==> src/rtl/exec_unit_pkg.sv <==
// Execute-unit operand/op encodings and the decoded bundle carried from decode to execute.
package exec_unit_pkg;

  typedef logic [31:0] arch_reg;

  typedef enum logic { OP1_REG = 1'b0, OP1_PC  = 1'b1 } op1_sel_e;
  typedef enum logic { OP2_REG = 1'b0, OP2_IMM = 1'b1 } op2_sel_e;

  localparam logic [3:0] EXEC_ADD = 4'b0000;

  typedef struct packed {
    op1_sel_e   op1_sel;
    op2_sel_e   op2_sel;
    logic [3:0] exec_op;
  } exec_unit_params;

  typedef struct packed {
    arch_reg         pc;
    logic [4:0]      rs1;
    logic [4:0]      rs2;
    logic [4:0]      rd;
    arch_reg         imm;
    exec_unit_params params;
    logic            illegal;
  } decoded_instr_t;

endpackage

==> src/rtl/instructions_pkg.sv <==
// RV32 instruction encoding constants used by the decode front end.
package instructions_pkg;

  localparam logic [6:0] OPC_OP     = 7'b0110011;
  localparam logic [6:0] OPC_OP_IMM = 7'b0010011;
  localparam logic [6:0] OPC_LUI    = 7'b0110111;
  localparam logic [6:0] OPC_AUIPC  = 7'b0010111;

  localparam logic [6:0] F7_ZERO = 7'b0000000;
  localparam logic [6:0] F7_ALT  = 7'b0100000;

  localparam logic [2:0] F3_SLL = 3'b001;
  localparam logic [2:0] F3_SR  = 3'b101;
  localparam logic [2:0] F3_ADD = 3'b000;

endpackage

==> src/rtl/instr_decoder.sv <==
// Combinational decode of the RV32 integer ALU subset (OP, OP-IMM, LUI, AUIPC).
module instr_decoder
  import exec_unit_pkg::*;
  import instructions_pkg::*;
(
  input  logic [31:0]    instr_i,
  input  arch_reg        pc_i,
  output decoded_instr_t dec_o
);

  logic [6:0] opcode;
  logic [2:0] f3;
  logic [6:0] f7;

  assign opcode = instr_i[6:0];
  assign f3     = instr_i[14:12];
  assign f7     = instr_i[31:25];

  always_comb begin
    dec_o         = '0;
    dec_o.pc      = pc_i;
    dec_o.rs1     = instr_i[19:15];
    dec_o.rs2     = instr_i[24:20];
    dec_o.rd      = instr_i[11:7];
    dec_o.params  = '{op1_sel: OP1_REG, op2_sel: OP2_REG, exec_op: EXEC_ADD};
    dec_o.imm     = '0;
    dec_o.illegal = 1'b0;
    case (opcode)
      OPC_OP: begin
        dec_o.params.exec_op = {instr_i[30], f3};
        dec_o.illegal = !((f7 == F7_ZERO) ||
                          ((f7 == F7_ALT) && ((f3 == F3_ADD) || (f3 == F3_SR))));
      end
      OPC_OP_IMM: begin
        dec_o.params.op2_sel = OP2_IMM;
        dec_o.params.exec_op = {1'b0, f3};
        dec_o.imm            = {{20{instr_i[31]}}, instr_i[31:20]};
        if (f3 == F3_SLL) begin
          dec_o.imm     = {27'b0, instr_i[24:20]};
          dec_o.illegal = (f7 != F7_ZERO);
        end else if (f3 == F3_SR) begin
          dec_o.params.exec_op = {instr_i[30], F3_SR};
          dec_o.imm            = {27'b0, instr_i[24:20]};
          dec_o.illegal        = (f7 != F7_ZERO) && (f7 != F7_ALT);
        end
      end
      OPC_LUI: begin
        dec_o.rs1            = '0;
        dec_o.params.op2_sel = OP2_IMM;
        dec_o.imm            = {instr_i[31:12], 12'b0};
      end
      OPC_AUIPC: begin
        dec_o.params.op1_sel = OP1_PC;
        dec_o.params.op2_sel = OP2_IMM;
        dec_o.imm            = {instr_i[31:12], 12'b0};
      end
      default: dec_o.illegal = 1'b1;
    endcase
    // Any illegal word presents the neutral REG/REG/ADD bundle with a zero immediate.
    if (dec_o.illegal) begin
      dec_o.params = '{op1_sel: OP1_REG, op2_sel: OP2_REG, exec_op: EXEC_ADD};
      dec_o.imm    = '0;
    end
  end

endmodule

==> src/rtl/decode_stage.sv <==
// Decode pipeline stage: decoder on the input path, registered output with a one-entry skid buffer.
// Optional DECODE_STALL_CNT_EN adds a 32-bit count of output stall cycles on port stall_cnt.
module decode_stage
  import exec_unit_pkg::*;
(
  input  logic            clk,
  input  logic            rst,
  input  logic            flush,
  input  logic            in_valid,
  output logic            in_ready,
  input  logic [31:0]     in_instr,
  input  logic [31:0]     in_pc,
  output logic            out_valid,
  input  logic            out_ready,
  output logic [31:0]     out_pc,
  output logic [4:0]      out_rs1,
  output logic [4:0]      out_rs2,
  output logic [4:0]      out_rd,
  output logic [31:0]     out_imm,
  output exec_unit_params out_params,
  output logic            out_illegal
`ifdef DECODE_STALL_CNT_EN
  , output logic [31:0]   stall_cnt
`endif
);

  typedef enum logic [1:0] { S_EMPTY, S_FULL, S_SKID } buf_state_e;

  buf_state_e     state_q;
  decoded_instr_t main_q, skid_q, dec;
  logic           in_ready_q, out_valid_q;
  logic           in_fire, out_fire;

  instr_decoder u_dec (
    .instr_i (in_instr),
    .pc_i    (in_pc),
    .dec_o   (dec)
  );

  assign in_fire  = in_valid && in_ready_q;
  assign out_fire = out_valid_q && out_ready;

  always_ff @(posedge clk or posedge rst) begin
    if (rst) begin
      state_q     <= S_EMPTY;
      main_q      <= '0;
      skid_q      <= '0;
      in_ready_q  <= 1'b1;
      out_valid_q <= 1'b0;
    end else if (flush) begin
      state_q     <= S_EMPTY;
      in_ready_q  <= 1'b1;
      out_valid_q <= 1'b0;
    end else begin
      case (state_q)
        S_EMPTY: if (in_fire) begin
          main_q      <= dec;
          state_q     <= S_FULL;
          out_valid_q <= 1'b1;
        end
        S_FULL: begin
          if (in_fire && out_fire) begin
            main_q <= dec;
          end else if (in_fire) begin
            skid_q     <= dec;
            state_q    <= S_SKID;
            in_ready_q <= 1'b0;
          end else if (out_fire) begin
            state_q     <= S_EMPTY;
            out_valid_q <= 1'b0;
          end
        end
        S_SKID: if (out_fire) begin
          main_q     <= skid_q;
          state_q    <= S_FULL;
          in_ready_q <= 1'b1;
        end
        default: begin
          state_q     <= S_EMPTY;
          in_ready_q  <= 1'b1;
          out_valid_q <= 1'b0;
        end
      endcase
    end
  end

  assign in_ready    = in_ready_q;
  assign out_valid   = out_valid_q;
  assign out_pc      = main_q.pc;
  assign out_rs1     = main_q.rs1;
  assign out_rs2     = main_q.rs2;
  assign out_rd      = main_q.rd;
  assign out_imm     = main_q.imm;
  assign out_params  = main_q.params;
  assign out_illegal = main_q.illegal;

`ifdef DECODE_STALL_CNT_EN
  // Survives flush on purpose: it measures execute backpressure over the whole run.
  logic [31:0] stall_cnt_q, stall_cnt_d;
  assign stall_cnt_d = (out_valid_q && !out_ready) ? stall_cnt_q + 32'd1 : stall_cnt_q;
  always_ff @(posedge clk or posedge rst) begin
    if (rst) stall_cnt_q <= '0;
    else     stall_cnt_q <= stall_cnt_d;
  end
  assign stall_cnt = stall_cnt_q;
`endif

endmodule

==> config.mk <==
export PLATFORM = sky130hd
export DESIGN_NAME = decode_stage
export DESIGN_NICKNAME = d
export VERILOG_FILES = /design/src/rtl/exec_unit_pkg.sv /design/src/rtl/instructions_pkg.sv /design/src/rtl/instr_decoder.sv /design/src/rtl/decode_stage.sv
export SDC_FILE = /design/constraint.sdc
export NUM_CORES = 1
export LEC_CHECK = 0
export CORE_UTILIZATION = 46
export CTS_CLUSTER_DIAMETER = 120
export DETAILED_ROUTE_END_ITERATION = 8
export PLACE_DENSITY = 0.69
export SYNTH_ARGS = -nofsm -noshare
export SYNTH_HDL_FRONTEND = slang
export SYNTH_HIERARCHICAL = 1
export SYNTH_SLANG_ARGS = --single-unit
==> constraint.sdc <==
create_clock -name clk -period 11.8 [get_ports clk]
set_input_delay 2.36 -clock clk [delete_from_list [all_inputs] [get_ports clk]]
set_output_delay 2.36 -clock clk [all_outputs]
set_load 0.02 [all_outputs]
==> key figures <==
Logic synthesis
  • Netlist cell types: 45
  • Mean area per synthesized cell: 14.0 µm²
  • Syn Inst Count: 619
  • Mapped Nets: 688
  • Sequential area share after synthesis: 50.8%
  • Largest area contributor in the netlist: dfrtp_1
  • FF+latch count, synth: 176
  • Post-synth EDFFs: 0
  • Async SR Flop Fraction: 100%
  • Yosys top cell area share: 50.5%
  • Area of the mapped netlist: 0.00866 mm²
  • Ys Warns: 6
  • Main synth FF type: dfrtp_1
  • Area contributors post-synth: dfrtp_1 51%, mux2_2 30%, buf_4 3.6%

CTS
  • Post-CTS setup buffer count: 0
  • H-tree level count: 4
  • Worst-path clk slew: 0.07 ns
  • CTS Hold Bufs: 0
  • Clock Tree Buf Depth: 2
  • Clk root buf: clkbuf_16
  • CTS tree: built
  • CTS Sinks: 176
  • Clock buffer count from CTS: 17
  • Clk Latency, worst-skew pair: 0.42 ns
  • Post-CTS Resized: 0

Worst setup path
  • Critical path's slowest cell: buf_4
  • Crit path launch: out_ready
  • Worst path cell trace: clkdlybuf4s50_1, nand2_1, o32ai_4, buf_4, buf_4, mux2_2
  • Req. time, crit path: 12.10 ns
  • Slowest Stage Delay on Critical Path: 0.74 ns
  • CP most frequent cell: buf_4
  • Crit. End Element: flip-flop
  • Worst-path fanout max: 54
  • Reg2reg start: state_q[1]
  • WS Path Type: primary input to flip-flop
  • Crit path DAT: 5.08 ns
  • Startpoint Class: primary input

Route
  • Wire length per cell: 18.5 µm
  • Uppermost routed layer: met4
  • Drt pass-1 iters: 8
  • Drt drc: 12
  • Met3 wire length: 807 µm
  • Met2 routed WL: 8900 µm
  • Detailed Route WL: 17,900 µm
  • Number of vias per cell: 5.30
  • Vias: 5,115
  • Post-detailed-route count of antenna-violating nets: 0
  • Iter 0 DRT Violations: 217
  • Wire length on met1: 7950 µm

Timing
  • Tmin final: 4.78 ns
  • Crit share post-route: 40.5%
  • RSZ-0062 raised after global routing: false
  • Worst clock skew: 0.00804 ns
  • Final setup viols: 0
  • Final Hold Fails: 0
  • Worst-margin pin slew: 0.980 ns
  • Final Max Tran Viols: 0
  • Setup TNS: 0 ns
  • Worst slew margin: 34.7%
  • Fmax achieved: 0.209 GHz

GRT
  • Initial antenna violation count: 0
  • GRT Overall Usage: 19.5%
  • Vias in the first global route: 5,578
  • Pin count of the biggest net entering global routing: 100
  • Gr ovfl total: 0
  • Wire length of the first global-routing pass: 29,700 µm

Power and ir drop
  • Tot Pwr: 0.00201 W
  • P_leak: 4.84 nW
  • Worst vdd ir: 0.119 mV
  • PwrDens: 189 mW/mm²

Cells and area
  • Final Cell Area: 0.0106 mm²
  • Area grow syn2layout: 22.5%
  • Share of cells above drive strength 1: 40.8%
  • Nets@finish: 794
  • Antenna cells: 0

Die
  • Top-Level Pins: 157
  • Die Y: 139 µm
  • Area of the core: 0.0182 mm²
  • Placement row count: 49
  • Die ar.: 0.0194 mm²
  • Initial core utilization: 47.6%
  • DIE WIDTH: 139 µm

Placement
  • Port bufs: 156
  • Placer congestion estimate: 0.772
  • Post-DP Area: 0.0100 mm²
  • Hpwl dp: 11,700 µm

Min path
  • Hold/Removal Path Class: flip-flop to flip-flop
  • Hold_sp: skid_q[35]

Outcome
  • Status: finished with violations
  • Failing checks: design-rule violations

Job
  • Max-cap violations: 0
-- logic make-up (layout without fill, tap and decap cells) --
kind of cell,after synthesis,in the layout,synth area share (%)
xor gates and xnor gates,1,1,0.101
DFF,176,176,50.8
muxes,258,258,34.3
buffers and inverters,77,195,6.69
and+or+nand+nor,88,88,6.06
AOI/OAI and AO/OA,19,19,1.99
-- critical path: cells and delay by family --
kind / cells / cell delay (ns)
multiplexers: 1 / 0.42
AND/OR/NAND/NOR: 1 / 0.17
AO/OA/AOI/OAI: 1 / 0.29
buffers and inverters: 3 / 1.76
-- cell usage after synthesis, types with 2 or more instances --
library cell and instances:
o21a_1 3, mux2_4 18, mux2_2 231, a21o_1 2
dfrtp_1 175, nand2_1 43, a21oi_1 2, clkbuf_1 2
o21ai_0 2, nor2b_1 2, and3_1 3, inv_1 2
nor2_1 6, buf_2 13, buf_4 42, mux2_1 9
nor4_4 3, nand2b_1 4, and2_1 16, buf_6 14
buf_1 3
-- placed cells by master (no fill, tap or decap), types with 3 or more instances in the layout --
master and count:
clkdlybuf4s50_1 156, clkbuf_16 17, nor2_1 6, and2_1 16, mux2_2 231, mux2_4 18, buf_4 6, dfrtp_1 175
clkbuf_8 5, o21a_1 3, nand2_1 43, mux2_1 9, and3_1 3, nor4_4 3
-- registers in the layout, indices dropped and copies added, names as in the netlist --
register and flops:
out_rd 5, out_valid 1, in_ready 1, skid_q 86, out_illegal 1, out_imm 32
state_q 2, out_rs2 5, out_params 6, out_pc 32, out_rs1 5
-- worst paths after layout --
path                               to  slack, ns  cells past startpoint
setup reg to reg           out_pc[17]       8.77                      5
hold / removal             skid_q[35]       0.49                      1
max in group asynchronous  out_pc[16]       7.72                      3
min in group asynchronous   out_pc[9]       2.49                      2
hold reg to reg            skid_q[35]       0.49                      1
setup / recovery           out_pc[17]       7.02                      6
-- through the flow --
stage	hold WS [ns]	util [%]	instances	setup slack, ns
6_report	0.494	58.3	966	7.02
5_1_grt	0.509	58.3	966	6.88
4_1_cts	0.496	58.3	966	7.04
3_5_place_dp	0.479	55.0	935	6.59
3_3_place_gp	0.469	55.0	935	6.72
2_1_floorplan	0.460	-	619	4.67
-- per-layer routing --
layer / global-route usage, % / vias to the layer above
met5: 0 / -
met4: 6.20 / 0
met3: 4.65 / 15
met2: 32.8 / 106
met1: 24.7 / 2643
li1: - / 2351
-- area by class of cell --
type,instances,area [µm²]
Clock buffer,24,502
Clock inverter,7,100
Fill cell,1447,7600
Inverter,2,12.5
Multi-Input combinational cell,366,3700
Sequential cell,176,4410
Tap cell,229,287
Timing Repair Buffer,162,1610
-- power breakdown --
group,internal (W),switching [W],leakage (nW)
Clock,0.000341,0.000232,0.290
Sequential,0.000770,0.0000879,2.25
Combinational,0.000328,0.000248,2.30
Total,0.00144,0.000568,4.84
(Power assumes the default switching activity.)
